$ cat config.mk
export PLATFORM = sky130hd
export DESIGN_NAME = up_down_seq_ctrl
export DESIGN_NICKNAME = d
export VERILOG_FILES = /design/src/rtl/up_down_seq_pkg.sv /design/src/rtl/up_down_seq_ctrl_core.sv /design/src/rtl/up_down_seq_ctrl.sv
export SDC_FILE = /design/constraint.sdc
export NUM_CORES = 1
export LEC_CHECK = 0
export ABC_AREA = 1
export CAP_MARGIN = 0
export CORE_UTILIZATION = 56
export CTS_CLUSTER_DIAMETER = 50
export CTS_CLUSTER_SIZE = 12
export DETAILED_ROUTE_END_ITERATION = 8
export MAX_ROUTING_LAYER = met4
export PLACE_DENSITY = 0.81
export SYNTH_ARGS = -nofsm -noshare
export SYNTH_HDL_FRONTEND = slang
export SYNTH_SLANG_ARGS = --single-unit
$ cat constraint.sdc
create_clock -name clk -period 3.6 [get_ports clk]
set_clock_uncertainty 0.15 [all_clocks]
set_input_delay 0.54 -clock clk [delete_from_list [all_inputs] [get_ports clk]]
set_output_delay 0.54 -clock clk [all_outputs]
set_load 0.02 [all_outputs]
$ cat src/rtl/up_down_seq_pkg.sv
// Shared types and default sizes for the up/down triangle-sweep sequencer.
package up_down_seq_pkg;

  localparam int W_DEF    = 3;
  localparam int NP_W_DEF = 4;

  typedef enum logic [1:0] {
    ST_IDLE = 2'd0,
    ST_UP   = 2'd1,
    ST_DOWN = 2'd2,
    ST_DONE = 2'd3
  } state_t;

endpackage

$ cat src/rtl/up_down_seq_ctrl_core.sv
// W-bit up/down step register: load has priority over a +/-1 step when enabled.
module updown_step_core #(
  parameter int W = 3
) (
  input  logic         clk,
  input  logic         rst,
  input  logic         load,
  input  logic [W-1:0] load_val,
  input  logic         en,
  input  logic         dir,
  output logic [W-1:0] count
);

  always_ff @(posedge clk or posedge rst) begin
    if (rst) begin
      count <= '0;
    end else if (load) begin
      count <= load_val;
    end else if (en) begin
      count <= dir ? count + W'(1) : count - W'(1);
    end
  end

endmodule

$ cat src/rtl/up_down_seq_ctrl.sv
// Triangle-sweep sequencer: lo -> hi -> lo for a latched number of passes.
// Optional pause input enabled by defining UP_DOWN_SEQ_PAUSE_EN.
module up_down_seq_ctrl
  import up_down_seq_pkg::*;
#(
  parameter int W    = W_DEF,
  parameter int NP_W = NP_W_DEF
) (
  input  logic            clk,
  input  logic            rst,
`ifdef UP_DOWN_SEQ_PAUSE_EN
  input  logic            pause,
`endif
  input  logic            start,
  input  logic            abort,
  input  logic [W-1:0]    lo_lim,
  input  logic [W-1:0]    hi_lim,
  input  logic [NP_W-1:0] passes,
  output logic [W-1:0]    count,
  output logic            mode,
  output logic            busy,
  output logic            done,
  output logic            err
);

  state_t          state, state_n;
  logic [W-1:0]    lo_q, hi_q;
  logic [NP_W-1:0] pass_rem, pass_n;
  logic            err_q, err_n;
  logic            ld, latch, step_en, step_up;
  logic            hold;
  logic [W:0]      cnt_inc, lo_inc;

`ifdef UP_DOWN_SEQ_PAUSE_EN
  assign hold = pause;
`else
  assign hold = 1'b0;
`endif

  // Compares run one bit wider so hi = 2^W-1 cannot overflow.
  assign cnt_inc = {1'b0, count} + (W+1)'(1);
  assign lo_inc  = {1'b0, lo_q} + (W+1)'(1);

  always_comb begin
    state_n = state;
    pass_n  = pass_rem;
    err_n   = 1'b0;
    ld      = 1'b0;
    latch   = 1'b0;
    step_en = 1'b0;
    step_up = 1'b0;
    case (state)
      ST_IDLE: begin
        if (!abort && start) begin
          if (lo_lim >= hi_lim || passes == '0) begin
            err_n = 1'b1;
          end else begin
            ld      = 1'b1;
            latch   = 1'b1;
            pass_n  = passes;
            state_n = ST_UP;
          end
        end
      end
      ST_UP: begin
        if (abort) begin
          state_n = ST_IDLE;
          pass_n  = '0;
        end else if (!hold) begin
          step_en = 1'b1;
          step_up = 1'b1;
          if (cnt_inc == {1'b0, hi_q}) state_n = ST_DOWN;
        end
      end
      ST_DOWN: begin
        if (abort) begin
          state_n = ST_IDLE;
          pass_n  = '0;
        end else if (!hold) begin
          step_en = 1'b1;
          if ({1'b0, count} == lo_inc) begin
            if (pass_rem == NP_W'(1)) begin
              state_n = ST_DONE;
              pass_n  = '0;
            end else begin
              pass_n  = pass_rem - NP_W'(1);
              state_n = ST_UP;
            end
          end
        end
      end
      ST_DONE: begin
        state_n = ST_IDLE;
        pass_n  = '0;
      end
      default: state_n = ST_IDLE;
    endcase
  end

  always_ff @(posedge clk or posedge rst) begin
    if (rst) begin
      state    <= ST_IDLE;
      pass_rem <= '0;
      err_q    <= 1'b0;
    end else begin
      state    <= state_n;
      pass_rem <= pass_n;
      err_q    <= err_n;
    end
  end

  // Limits are plain data: only meaningful once a start has latched them.
  always_ff @(posedge clk) begin
    if (latch) begin
      lo_q <= lo_lim;
      hi_q <= hi_lim;
    end
  end

  updown_step_core #(.W(W)) u_core (
    .clk      (clk),
    .rst      (rst),
    .load     (ld),
    .load_val (lo_lim),
    .en       (step_en),
    .dir      (step_up),
    .count    (count)
  );

  assign mode = (state == ST_UP);
  assign busy = (state == ST_UP) || (state == ST_DOWN);
  assign done = (state == ST_DONE);
  assign err  = err_q;

endmodule
**After elaboration in Yosys (flattened, before gate mapping)**

Index checks and enable logic that the tools add are counted.

- Bits in writable memories: 0
- Input bits: 14
- Latch bits: 0
- Memories: 0
- Flip-flop bits (word level): 16
- Bits in read-only memories: 0

- Equal/unequal tests: 11
- Divide/modulo/power cells: 0
- $lt $le $gt $ge: 1
- Muxes and demuxes: 27
- Shifts and indexed selects: 0
- Add/subtract/negate cells: 5
- Bitwise logic cells: 0
- Reductions and logical operators: 10
- $mul: 0

Operator list:

| kind | count |
|---|---|
| 4-bit 2-to-1 mux | 6 |
| 4-bit one-hot mux with 4 select lines | 1 |
| 2-bit 2-to-1 mux | 7 |
| 1-bit 2-to-1 mux | 9 |
| 3-bit 2-to-1 mux | 3 |
| 3-bit by 1-bit adder with 4-bit output (second input constant) | 2 |
| 2-bit one-hot mux with 4 select lines | 1 |
| 4-bit AND reduction | 2 |
| 2-bit != test (second input constant) | 3 |
| 2-bit equality test (second input constant) | 2 |
| 3-bit by 4-bit equality test with 1-bit output | 1 |
| 4-bit by 1-bit equality test with 1-bit output (second input constant) | 1 |
| 4-bit by 3-bit equality test with 1-bit output | 1 |
| 4-bit zero test | 1 |
| 4-bit by 1-bit subtractor with 4-bit output (second input constant) | 1 |
| 3-bit by 1-bit adder with 3-bit output (second input constant) | 1 |
| 3-bit >= comparator | 1 |
| 3-bit by 2-bit != test with 1-bit output (second input constant) | 1 |
| 3-bit != test (second input constant) | 1 |
| 3-bit by 1-bit subtractor with 3-bit output (second input constant) | 1 |
| 2-bit by 1-bit equality test with 1-bit output (second input constant) | 1 |
| 2-bit zero test | 1 |
| 1-bit logical OR | 2 |
| 2-bit nonzero test | 1 |
| 3 further kinds | 3 |

**Depth between registers and ports, before layout**

Gate-level depths: netlist (run 1).

- Depth in word-level cells: 6
- Mapped depth: 12
- Mapped depth without buffers: 12

**Cells and area by module**

A second synthesis (run 1) with hierarchy kept.

- Cells, all modules: 161
- Area total of the unflattened synthesis: 1222.4 µm²

Modules (own cells, without submodules):

| module | times used | sequential area each (µm²) | area each (µm²) | cells each |
|---|---|---|---|---|
| up_down_seq_ctrl | 1 | 355.3 | 1027.2 | 135 |
| updown_step_core | 1 | 75.1 | 195.2 | 26 |

**Worst setup path after synthesis (run 1)**

Ideal clock, no wire load.

- Path type: register to register
- Start point: register state[1]
- End point: register u_core.count[2]
- Cell stages (with the launch flop): 10
- Clock period less this slack: 2091 ps
- Arrival time: 1823 ps
- Library setup time: 118 ps
- Required time: 3332 ps
- Setup slack: 1509 ps
- Path buffers: 0
- Cell sequence: dfrtp_1 inv_1 ha_1 nand2_1 fa_1 xor2_1 a21oi_1 o21ai_0 nand2_1 a21oi_2

- Longest elaborated chain between the ends: 5
- Elaborated cells between the ends (all ways): 11
- Those cells by class: eq/ne: 2; mux: 6; reduce/logical: 3

Ends and longest elaborated chain:

| element | line | source |
|---|---|---|
| start: declaration | up_down_seq_ctrl.sv:26 | `state_t state, state_n;` |
| start signal: assignment | up_down_seq_ctrl.sv:106 | `state <= state_n;` |
| 2-bit by 1-bit equality test with 1-bit output * | n/a |  |
| via mode | up_down_seq_ctrl.sv:20 | `output logic mode,` |
| 1-bit 2-to-1 mux | up_down_seq_ctrl.sv:52 | `case (state)` |
| 3-bit 2-to-1 mux | up_down_seq_ctrl_core.sv:20 | `count <= dir ? count + W'(1) : count - W'(1);` |
| 3-bit 2-to-1 mux | up_down_seq_ctrl_core.sv:19 | `end else if (en) begin` |
| 3-bit 2-to-1 mux | up_down_seq_ctrl_core.sv:17 | `end else if (load) begin` |
| end signal: assignment | up_down_seq_ctrl_core.sv:18 | `count <= load_val;` |
| end signal: assignment | up_down_seq_ctrl_core.sv:20 |  |
| end: declaration | up_down_seq_ctrl_core.sv:11 | `output logic [W-1:0] count` |

The timed path passes the listed nets; every way through them passes the cells marked *. The select of a mux whose other input is x is not followed.
A chain may end at the register's enable or synchronous reset.

**Worst setup path in the final report (run 1)**

- Start point: register state[0]
- End point: output port busy

- Longest elaborated chain between the ends: 2
- Elaborated cells between the ends (all ways): 3
- Those cells by class: eq/ne: 2; reduce/logical: 1

Ends and longest elaborated chain:

| element | line | source |
|---|---|---|
| 2-bit by 1-bit equality test with 1-bit output / 2-bit equality test (equally long branches) | up_down_seq_ctrl.sv:131 | `assign busy = (state == ST_UP) \|\| (state == ST_DOWN);` |
| 1-bit logical OR * | up_down_seq_ctrl.sv:131 |  |
| end: declaration | up_down_seq_ctrl.sv:21 | `output logic busy,` |

Every way passes the cells marked *; elsewhere a longest branch is shown, timed or not.

==> results of run 1 <==
layer usage:
metal | vias up | wire length [µm]
met3 | 9 | 114
met1 | 505 | 1170
li1 | 563 | -
met5 | - | 0
met2 | 43 | 1150
met4 | 0 | 58
worst register-to-register path: stages (launching register included):
cell and delay (ps):
dfrtp_1 420, inv_1 90, ha_1 170, nand2_1 180, fa_1 430, xor2_1 170
a21oi_1 120, o21ai_0 90, nand2_1 100, a21oi_2 50
power by group through the flow:
stage / combinational (µW) / sequential, µW / clock (µW)
floorplan: 473 / 322 / 0
global placement: 624 / 309 / 0
detailed placement: 645 / 314 / 0
CTS: 650 / 310 / 101
global route: 728 / 322 / 111
finish: 654 / 311 / 100
through the flow:
stage	area, µm²	hold WS, ps	setup WS [ps]
2_1_floorplan	1260	230	1510
3_3_place_gp	1480	339	1050
3_5_place_dp	1480	339	932
4_1_cts	1510	359	1210
5_1_grt	1510	400	1130
6_report	1510	363	1220
worst max path at each step:
stage	start	endpoint
2_1_floorplan	state[1]	u_core.count[2]
3_3_place_gp	hi_lim[2]	hi_q[2]
3_5_place_dp	hi_lim[2]	hi_q[0]
4_1_cts	state[0]	busy
5_1_grt	hi_lim[2]	u_core.count[1]
6_report	state[0]	busy
sequential cells by signal, indices dropped and copies added (netlist names):
signal and cells:
pass_rem 4, state 2, hi_q 3, err 1, lo_q 3, u_core.count 3
final cells by class:
class / count / area [µm²] / area share
inverter: 33 / 131 / 0.0872
clock buffer: 4 / 26.3 / 0.0174
timing repair buffer: 20 / 200 / 0.133
multi-input combinational: 113 / 684 / 0.454
tap: 27 / 33.8 / 0.0224
sequential: 16 / 430 / 0.286
cell families after synthesis:
logic type,Yosys count
AND/OR/NAND/NOR,84
buffers and inverters,34
flip-flops,16
AO/OA/AOI/OAI,13
adder cells (fa/ha/maj),12
XOR/XNOR,4
layout by cell type, fill, tap and decap left out, drive strengths merged, types with 5 or more instances in the layout:
master         Yosys  layout
clkdlybuf4s50      0      20
nand4              6       6
inv               33      33
a21oi              5       5
nor2              10      10
edfxtp             6       6
ha                11      11
nand3             14      14
dfrtp             10      10
nand2             53      53
==> flow_summary.json, run 1 <==
{
  "status": "finished, final reports clean",
  "global_route.peak_usage_layer": "met2",
  "yosys_warnings": 0,
  "clock_power_share": 0.094,
  "muxShareOfSynthArea": 0,
  "cts_num_sinks": 16,
  "synth_top_area_cell": "dfrtp_1",
  "synth_nets": 189,
  "antennaDiodeCount": 0,
  "crit_type": "register to output port",
  "crit_path_max_fanout": 4,
  "drtIter0Drc": 55,
  "numCtsBuffers": 3,
  "fp.dieW_um": 49.4,
  "ctsResizeCount": 0,
  "synth_edf_count": 6,
  "grt_overflow": 0,
  "gp_congestion": 0.934,
  "cp-start-kind": "register",
  "worstMarginPinSlew_ps": 404,
  "ys_seq_elements": 16,
  "synthAdderAreaFrac": 0.125,
  "pwr-share-seq": 0.292,
  "synth_compound_area_frac": 0.0716,
  "critPathBufInv": 2,
  "crit_arrival_ps": 1690,
  "fin_tns_setup_ps": 0,
  "vias_per_cell": 5.26,
  "power.switching_uw": 509,
  "grtUsageTotal": 0.239,
  "num-fill-cells": 176,
  "htree_levels": 1,
  "yosysMostFrequentCell": "nand2_1",
  "yosysUniqueCellTypes": 28,
  "hold_buffers": 0,
  "synthesis.instances": 163,
  "r2r-end": "u_core.count[2]",
  "finalPower_uw": 1070,
  "synth_top_family_by_area": "simple AND/OR/NAND/NOR gates",
  "portBuffers": 20,
  "yosysSeqAreaShare": 0.342,
  "nets": 213,
  "fin_crit_sh": 0.662,
  "swShare": 0.478,
  "dp.cells": 209,
  "grt_max_degree": 11,
  "synth_xor_xnor_area_share": 0.0279,
  "crit_slowest_cell": "clkdlybuf4s50_1",
  "crit-reg2reg-launch": "state[1]",
  "worst_skew_pair.late_latency_ps": 290,
  "syn_avg_cell_area_um2": 7.71,
  "r2r_slack_ps": 1530,
  "synth_top_area_share": 0.199,
  "fmax_mhz": 420,
  "initial_core_util": 0.616,
  "hold_violations": 0,
  "crit_chain": "inv_1 > ha_1 > clkdlybuf4s50_1",
  "tritoncts": "done",
  "r2r_cells": 9,
  "post_cts_buffers": 0,
  "drtAntennaViolNets": 0,
  "synth.cells.most_frequent": "nand2_1 (48), inv_1 (25), ha_1 (11), nand3_1 (11), dfrtp_1 (10)",
  "critical_path.max_stage_delay_ps": 600,
  "fin_cells": 213,
  "cap_viol_max_count": 0,
  "slew_viol_final": 0,
  "grt_pass1_wl_um": 4240,
  "drc": 0,
  "synth_area_um2": 1260,
  "finish.utilization": 0.738,
  "cts_root_buf": "clkbuf_4",
  "grt_pass1_vias": 1035,
  "ios": 21,
  "clkTransAtPathRegs_ps": 90,
  "grt.met3_usage": 0.0374,
  "grtUsageMet2": 0.388,
  "cpLargestDelayFamily": "buffers and inverters",
  "routedWlPerCell_um": 11.7,
  "peakVddDrop_uv": 499,
  "coreArea_um2": 2040,
  "rows": 16,
  "layout-drive-gt1-share": 0.129,
  "drtPass1Iterations": 4,
  "area_growth_pct": 19.8,
  "fin_crit_ps": 2380,
  "synth.area.top_cells": "dfrtp_1 (20%), edfxtp_1 (14%), nand2_1 (14%)",
  "hold_path_class": "input pin to asynchronous set/reset pin",
  "power_density_nw_per_um2": 707,
  "die_h_um": 49.4,
  "synth-main-ff-cell": "dfrtp_1",
  "dp_hpwl_um": 1990,
  "routed_wl_um": 2490,
  "slew-limit-headroom": 0.731,
  "setup_viol": 0,
  "antenna_found_initial": 0,
  "combPwrFrac": 0.614,
  "cts.path.max_buffers": 2,
  "vias": 1120,
  "cellLeakagePower_uw": 0.000769,
  "rsz0062_at_grt": "no",
  "die_area_um2": 2440,
  "internal_power_uw": 556,
  "cp_num_cells": 3,
  "grt_use_met1": 0.288,
  "ys_async_sr_fraction": 0.625,
  "worst_setup_path_end_kind": "output port",
  "cp.required_ps": 2910,
  "yosys.area_share.simple": 0.319
}
(Power assumes the default switching activity.)
==> inputs of run 2 (changes only) <==
--- a/config.mk
+++ b/config.mk
@@ -7,12 +7,12 @@
 export LEC_CHECK = 0
 export ABC_AREA = 1
 export CAP_MARGIN = 0
-export CORE_UTILIZATION = 56
+export CORE_UTILIZATION = 47
 export CTS_CLUSTER_DIAMETER = 50
 export CTS_CLUSTER_SIZE = 12
 export DETAILED_ROUTE_END_ITERATION = 8
 export MAX_ROUTING_LAYER = met4
-export PLACE_DENSITY = 0.81
+export PLACE_DENSITY = 0.73
 export SYNTH_ARGS = -nofsm -noshare
 export SYNTH_HDL_FRONTEND = slang
 export SYNTH_SLANG_ARGS = --single-unit
==> constraint.sdc (replaced) <==
create_clock -name clk -period 2.1 [get_ports clk]
set_clock_uncertainty 0.15 [all_clocks]
set_input_delay 0.315 -clock clk [delete_from_list [all_inputs] [get_ports clk]]
set_output_delay 0.315 -clock clk [all_outputs]
set_load 0.02 [all_outputs]
==> run 2 against run 1 <==
Net effect:
- clock-buffer cell count is the same
- critical path depth increased by 9
- setup slack got worse by 1100 ps
- global-route usage fell by 3.3 points
- sequential power rose by 71%
- flip-flop and latch count is the same
- hold slack got worse by 250 ps
- design area grew 5.8%
- largest cell class unchanged
- die area increased by 18%
- final cell count rose by 5.6%
- clock power rose by 64%
- register-to-register slack got worse by 1300 ps
==> flow_summary.json, run 2 (same netlist as run 1, synthesis figures left out) <==
{
  "status": "finished, final reports clean",
  "grt_overflow": 0,
  "fin_crit_sh": 0.936,
  "largest_register_ffs": 4,
  "drtAntennaViolNets": 0,
  "peakVddDrop_uv": 782,
  "clkTransAtPathRegs_ps": 90,
  "antenna_found_initial": 0,
  "postLayoutCellArea_um2": 1590,
  "fin_crit_ps": 1960,
  "slew_viol_final": 0,
  "grt_pass1_vias": 1014,
  "hold_buffers": 0,
  "gp_congestion": 0.797,
  "fmax_mhz": 509,
  "mostFrequentLayoutCells": "nand2_1 (48), inv_1 (25), clkdlybuf4s50_1 (17), nand3_1 (11)",
  "cts_num_sinks": 16,
  "drc": 0,
  "area_growth_pct": 26.8,
  "antennaDiodeCount": 0,
  "crit_slowest_cell": "clkdlybuf4s50_1",
  "nets": 222,
  "layout-drive-gt1-share": 0.174,
  "cap_viol_max_count": 0,
  "grt_pass1_wl_um": 4150,
  "vias": 1124,
  "rows": 18,
  "place_area_um2": 1550,
  "crit_path_max_fanout": 5,
  "die_h_um": 53.7,
  "numCtsBuffers": 3,
  "dp_hpwl_um": 2140,
  "drtPass1Iterations": 4,
  "ios": 21,
  "drtIter0Drc": 15,
  "die_area_um2": 2890,
  "htree_levels": 1,
  "grt_max_degree": 11,
  "routed_wl_um": 2440,
  "critical_path.max_stage_delay_ps": 480,
  "worst_skew_pair.late_latency_ps": 280,
  "slew-limit-headroom": 0.724,
  "cts_root_buf": "clkbuf_4",
  "crit_arrival_ps": 2000,
  "worst_setup_path_end_kind": "register",
  "coreArea_um2": 2500,
  "portBuffers": 20,
  "worstMarginPinSlew_ps": 414,
  "cellLeakagePower_uw": 0.000834,
  "grtUsageTotal": 0.206,
  "routedWlPerCell_um": 10.8,
  "fp.dieW_um": 53.7,
  "crit_chain": "clkdlybuf4s50_1 > inv_1 > ha_4 > nand2_1 > nand2_1 > nor2_1 > nand3_2 > buf_4 > a21oi_4 > nand3_4 > nand2_1 > nand2_1",
  "dr_wl_met3_um": 51,
  "cp.required_ps": 2130,
  "cts.path.max_buffers": 2,
  "finalPower_uw": 1820,
  "initial_core_util": 0.503,
  "crit_top_cell": "nand2_1",
  "routedLengthMet1_um": 1030,
  "hold_violations": 0,
  "rsz0062_at_grt": "no",
  "cp-start-kind": "input pin",
  "topRoutingLayerUsed": "met4",
  "crit_type": "input pin to register",
  "finish.utilization": 0.638,
  "final_common_cell": "nand2_1",
  "setup_viol": 0,
  "vias_per_cell": 5.00,
  "tritoncts": "done",
  "power_density_nw_per_um2": 1140,
  "top_register": "pass_rem",
  "post_cts_buffers": 0,
  "dr_wl_met2_um": 1300,
  "hold_path_class": "input pin to register",
  "fin_hold_ws_ps": 110
}
==> run 2: cell types whose count changed in the layout (fill, tap and decap cells not counted), sizes merged <==
cell	delta
buf	+9
clkdlybuf4s50	-3
dlygate4sd2	+1
dlymetal6s2s	+2
==> run 2: area by class of cell <==
| type | count | area (µm²) |
|---|---|---|
| repair buffers | 29 | 272 |
| fillers | 221 | 906 |
| well taps | 30 | 37.5 |
| inverters | 33 | 131 |
| flip-flops and latches | 16 | 430 |
| multi-input cells | 113 | 697 |
| clock buffers | 4 | 26.3 |
==> run 2: layer usage <==
layer  GRT usage  up-vias
li1            -      587
met3      0.0367        8
met2       0.354       15
met4      0.0789        0
met5           -        -
met1       0.236      514
==> run 2: through the flow <==
step | setup slack (ps) | std cells | setup TNS, ps
5_1_grt | 11.3 | 225 | 0
6_report | 135 | 225 | 0
4_1_cts | 65.5 | 225 | 0
3_5_place_dp | -223 | 221 | -2520
3_3_place_gp | -167 | 221 | -2010
2_1_floorplan | 8.76 | 163 | 0
==> run 2: worst paths after layout <==
check	cells past startpoint	startpoint	slack, ps	to
max reg2reg	9	state[1]	200	u_core.count[2]
max	12	hi_lim[2]	140	pass_rem[2]
min reg2reg	2	pass_rem[1]	390	pass_rem[1]
min	1	hi_lim[1]	110	hi_q[1]
max in group asynchronous	2	rst	1370	u_core.count[1]
min in group asynchronous	2	rst	150	pass_rem[1]
==> run 2: worst max-delay path: cells and delay by family <==
kind	cells	cell delay, ps
fa+ha+maj	1	210
compound gates	1	220
simple gates	7	540
buf+inv	3	710
==> run 2: power by group <==
group	internal (µW)	leakage, µW	total, µW	switching, µW
registers	413	0.000181	533	120
logic	478	0.000639	1130	648
clock network	73.8	0.0000150	164	90.0
total	965	0.000834	1820	858
==> run 2: repair_timing <==
action                     4_1_cts  5_1_grt
resized for setup                1        3
pin swaps                        0        2
gates cloned                     0        0
setup endpoints to repair        1        4
==> inputs of run 3 (changes only) <==
--- a/config.mk
+++ b/config.mk
@@ -13,6 +13,7 @@
 export DETAILED_ROUTE_END_ITERATION = 8
 export MAX_ROUTING_LAYER = met4
 export PLACE_DENSITY = 0.73
+export RECOVER_POWER = 25
 export SYNTH_ARGS = -nofsm -noshare
 export SYNTH_HDL_FRONTEND = slang
 export SYNTH_SLANG_ARGS = --single-unit
==> constraint.sdc (replaced) <==
create_clock -name clk -period 2.1 [get_ports clk]
set_clock_uncertainty 0.15 [all_clocks]
set_input_delay 0.315 -clock clk [delete_from_list [all_inputs] [get_ports clk]]
set_output_delay 0.315 -clock clk [all_outputs]
set_load 0.1 [all_outputs]
==> run 3 against run 2 <==
Net effect:
- core utilization increased by 2.1 points
- non-clock buffer count decreased by 2
- register-to-register slack about the same
- first-iteration DRC count increased by 80%
- combinational power increased by 46%
- clock-buffer cell count unchanged
- die area unchanged
- final cell count decreased by 0.89%
- critical endpoint is now pass_rem[0]
==> flow_summary.json, run 3 (same netlist as run 1, synthesis figures left out) <==
{
  "htree_levels": 1,
  "grtUsageTotal": 0.207,
  "fp.dieW_um": 53.7,
  "worstMarginPinSlew_ps": 418,
  "top_register": "pass_rem",
  "cp.required_ps": 2120,
  "fin_crit_sh": 0.945,
  "finish.utilization": 0.659,
  "portBuffers": 20,
  "grt_pass1_vias": 1038,
  "mostFrequentLayoutCells": "nand2_1 (45), inv_1 (25), clkdlybuf4s50_1 (12), nand3_1 (11), buf_4 (9)",
  "worst_skew_pair.late_latency_ps": 270,
  "cts_num_sinks": 16,
  "antennaDiodeCount": 0,
  "peakVddDrop_uv": 1370,
  "dp_hpwl_um": 2160,
  "crit_type": "input pin to register",
  "vias_per_cell": 5.02,
  "largest_register_ffs": 4,
  "cellLeakagePower_uw": 0.000829,
  "area_growth_pct": 30.9,
  "drtIter0Drc": 27,
  "crit_arrival_ps": 2000,
  "drtAntennaViolNets": 0,
  "nets": 220,
  "numCtsBuffers": 3,
  "final_common_cell": "nand2_1",
  "status": "finished, final reports clean",
  "slew-limit-headroom": 0.721,
  "rsz0062_at_grt": "no",
  "tritoncts": "done",
  "cap_viol_max_count": 0,
  "coreArea_um2": 2500,
  "clkTransAtPathRegs_ps": 90,
  "vias": 1120,
  "slew_viol_final": 0,
  "fmax_mhz": 504,
  "grt_max_degree": 11,
  "routed_wl_um": 2580,
  "grt_pass1_wl_um": 4110,
  "ios": 21,
  "hold_violations": 0,
  "hold_path_class": "input pin to asynchronous set/reset pin",
  "routedWlPerCell_um": 11.6,
  "worst_setup_path_end_kind": "register",
  "gp_congestion": 0.806,
  "initial_core_util": 0.503,
  "cts.path.max_buffers": 2,
  "die_area_um2": 2890,
  "drtPass1Iterations": 6,
  "drc": 0,
  "antenna_found_initial": 0,
  "fin_crit_ps": 1980,
  "cts_root_buf": "clkbuf_4",
  "cp-start-kind": "input pin",
  "die_h_um": 53.7,
  "setup_viol": 0,
  "crit_path_max_fanout": 5,
  "layout-drive-gt1-share": 0.238,
  "grt_overflow": 0,
  "fin_hold_ws_ps": 309,
  "power_density_nw_per_um2": 1440,
  "rows": 18
}
## run 3: changes by cell type in the layout (fill, tap and decap cells not counted), sizes merged
cell,delta
clkdlybuf4s50,-5
dlygate4sd3,+1
dlymetal6s2s,-2
buf,+5
dlygate4sd2,-1
## run 3: final cells by class
cell class / count / area, µm²
Multi-Input combinational cell: 113 / 729
Tap cell: 30 / 37.5
Fill cell: 215 / 853
Clock buffer: 4 / 26.3
Timing Repair Buffer: 27 / 289
Inverter: 33 / 131
Sequential cell: 16 / 433
## run 3: what timing repair did
action / CTS / global route
buffers inserted: 0 / 0
setup endpoints to repair: 0 / 4
hold buffers: 0 / 0
resized for setup: 0 / 5
## run 3: path summary, 6_finish.rpt
path	startpoint	slack, ps	cells after the start	endpoint
setup / recovery	hi_lim[2]	120	12	pass_rem[0]
hold / removal	rst	310	2	u_core.count[1]
min in group clk	pass_rem[1]	390	2	pass_rem[1]
max in group asynchronous	rst	1180	2	u_core.count[0]
setup reg to reg	state[1]	200	9	u_core.count[2]
hold reg to reg	pass_rem[1]	390	2	pass_rem[1]
## run 3: metal layers
metal | wire length, µm | track usage | up-vias | share of wire
li1 | - | - | 580 | -
met1 | 1140 | 0.224 | 509 | 0.44
met2 | 1330 | 0.364 | 23 | 0.52
met3 | 59 | 0.0282 | 8 | 0.023
met4 | 51 | 0.105 | 0 | 0.020
met5 | 0 | - | - | 0
## run 3: power by group
part | switching [µW] | total, µW | internal (µW)
clock | 88.8 | 162 | 73.5
combinational | 1060 | 1650 | 591
sequential | 136 | 553 | 417
## run 3: critical path, cell delays in order
cell and delay (ps):
clkdlybuf4s50_1 490, inv_1 70, ha_4 220, nand2_1 60, nand2_1 50, nor2_1 110
nand3_2 100, buf_6 140, a21oi_4 210, nand3_4 120, nand2_1 70, nand2_1 50
## run 3: per-stage QoR
stage / area [µm²] / setup slack [ps] / TNS (ps) / instances / power, µW
after floorplan: 1270 / -88.2 / -107 / 163 / 1780
after global placement: 1590 / -161 / -2150 / 219 / 2140
after detailed placement: 1590 / -209 / -2730 / 219 / 2190
after CTS: 1610 / 99.6 / 0 / 223 / 2360
after global routing: 1650 / 18.7 / 0 / 223 / 2510
final: 1650 / 117 / 0 / 223 / 2370
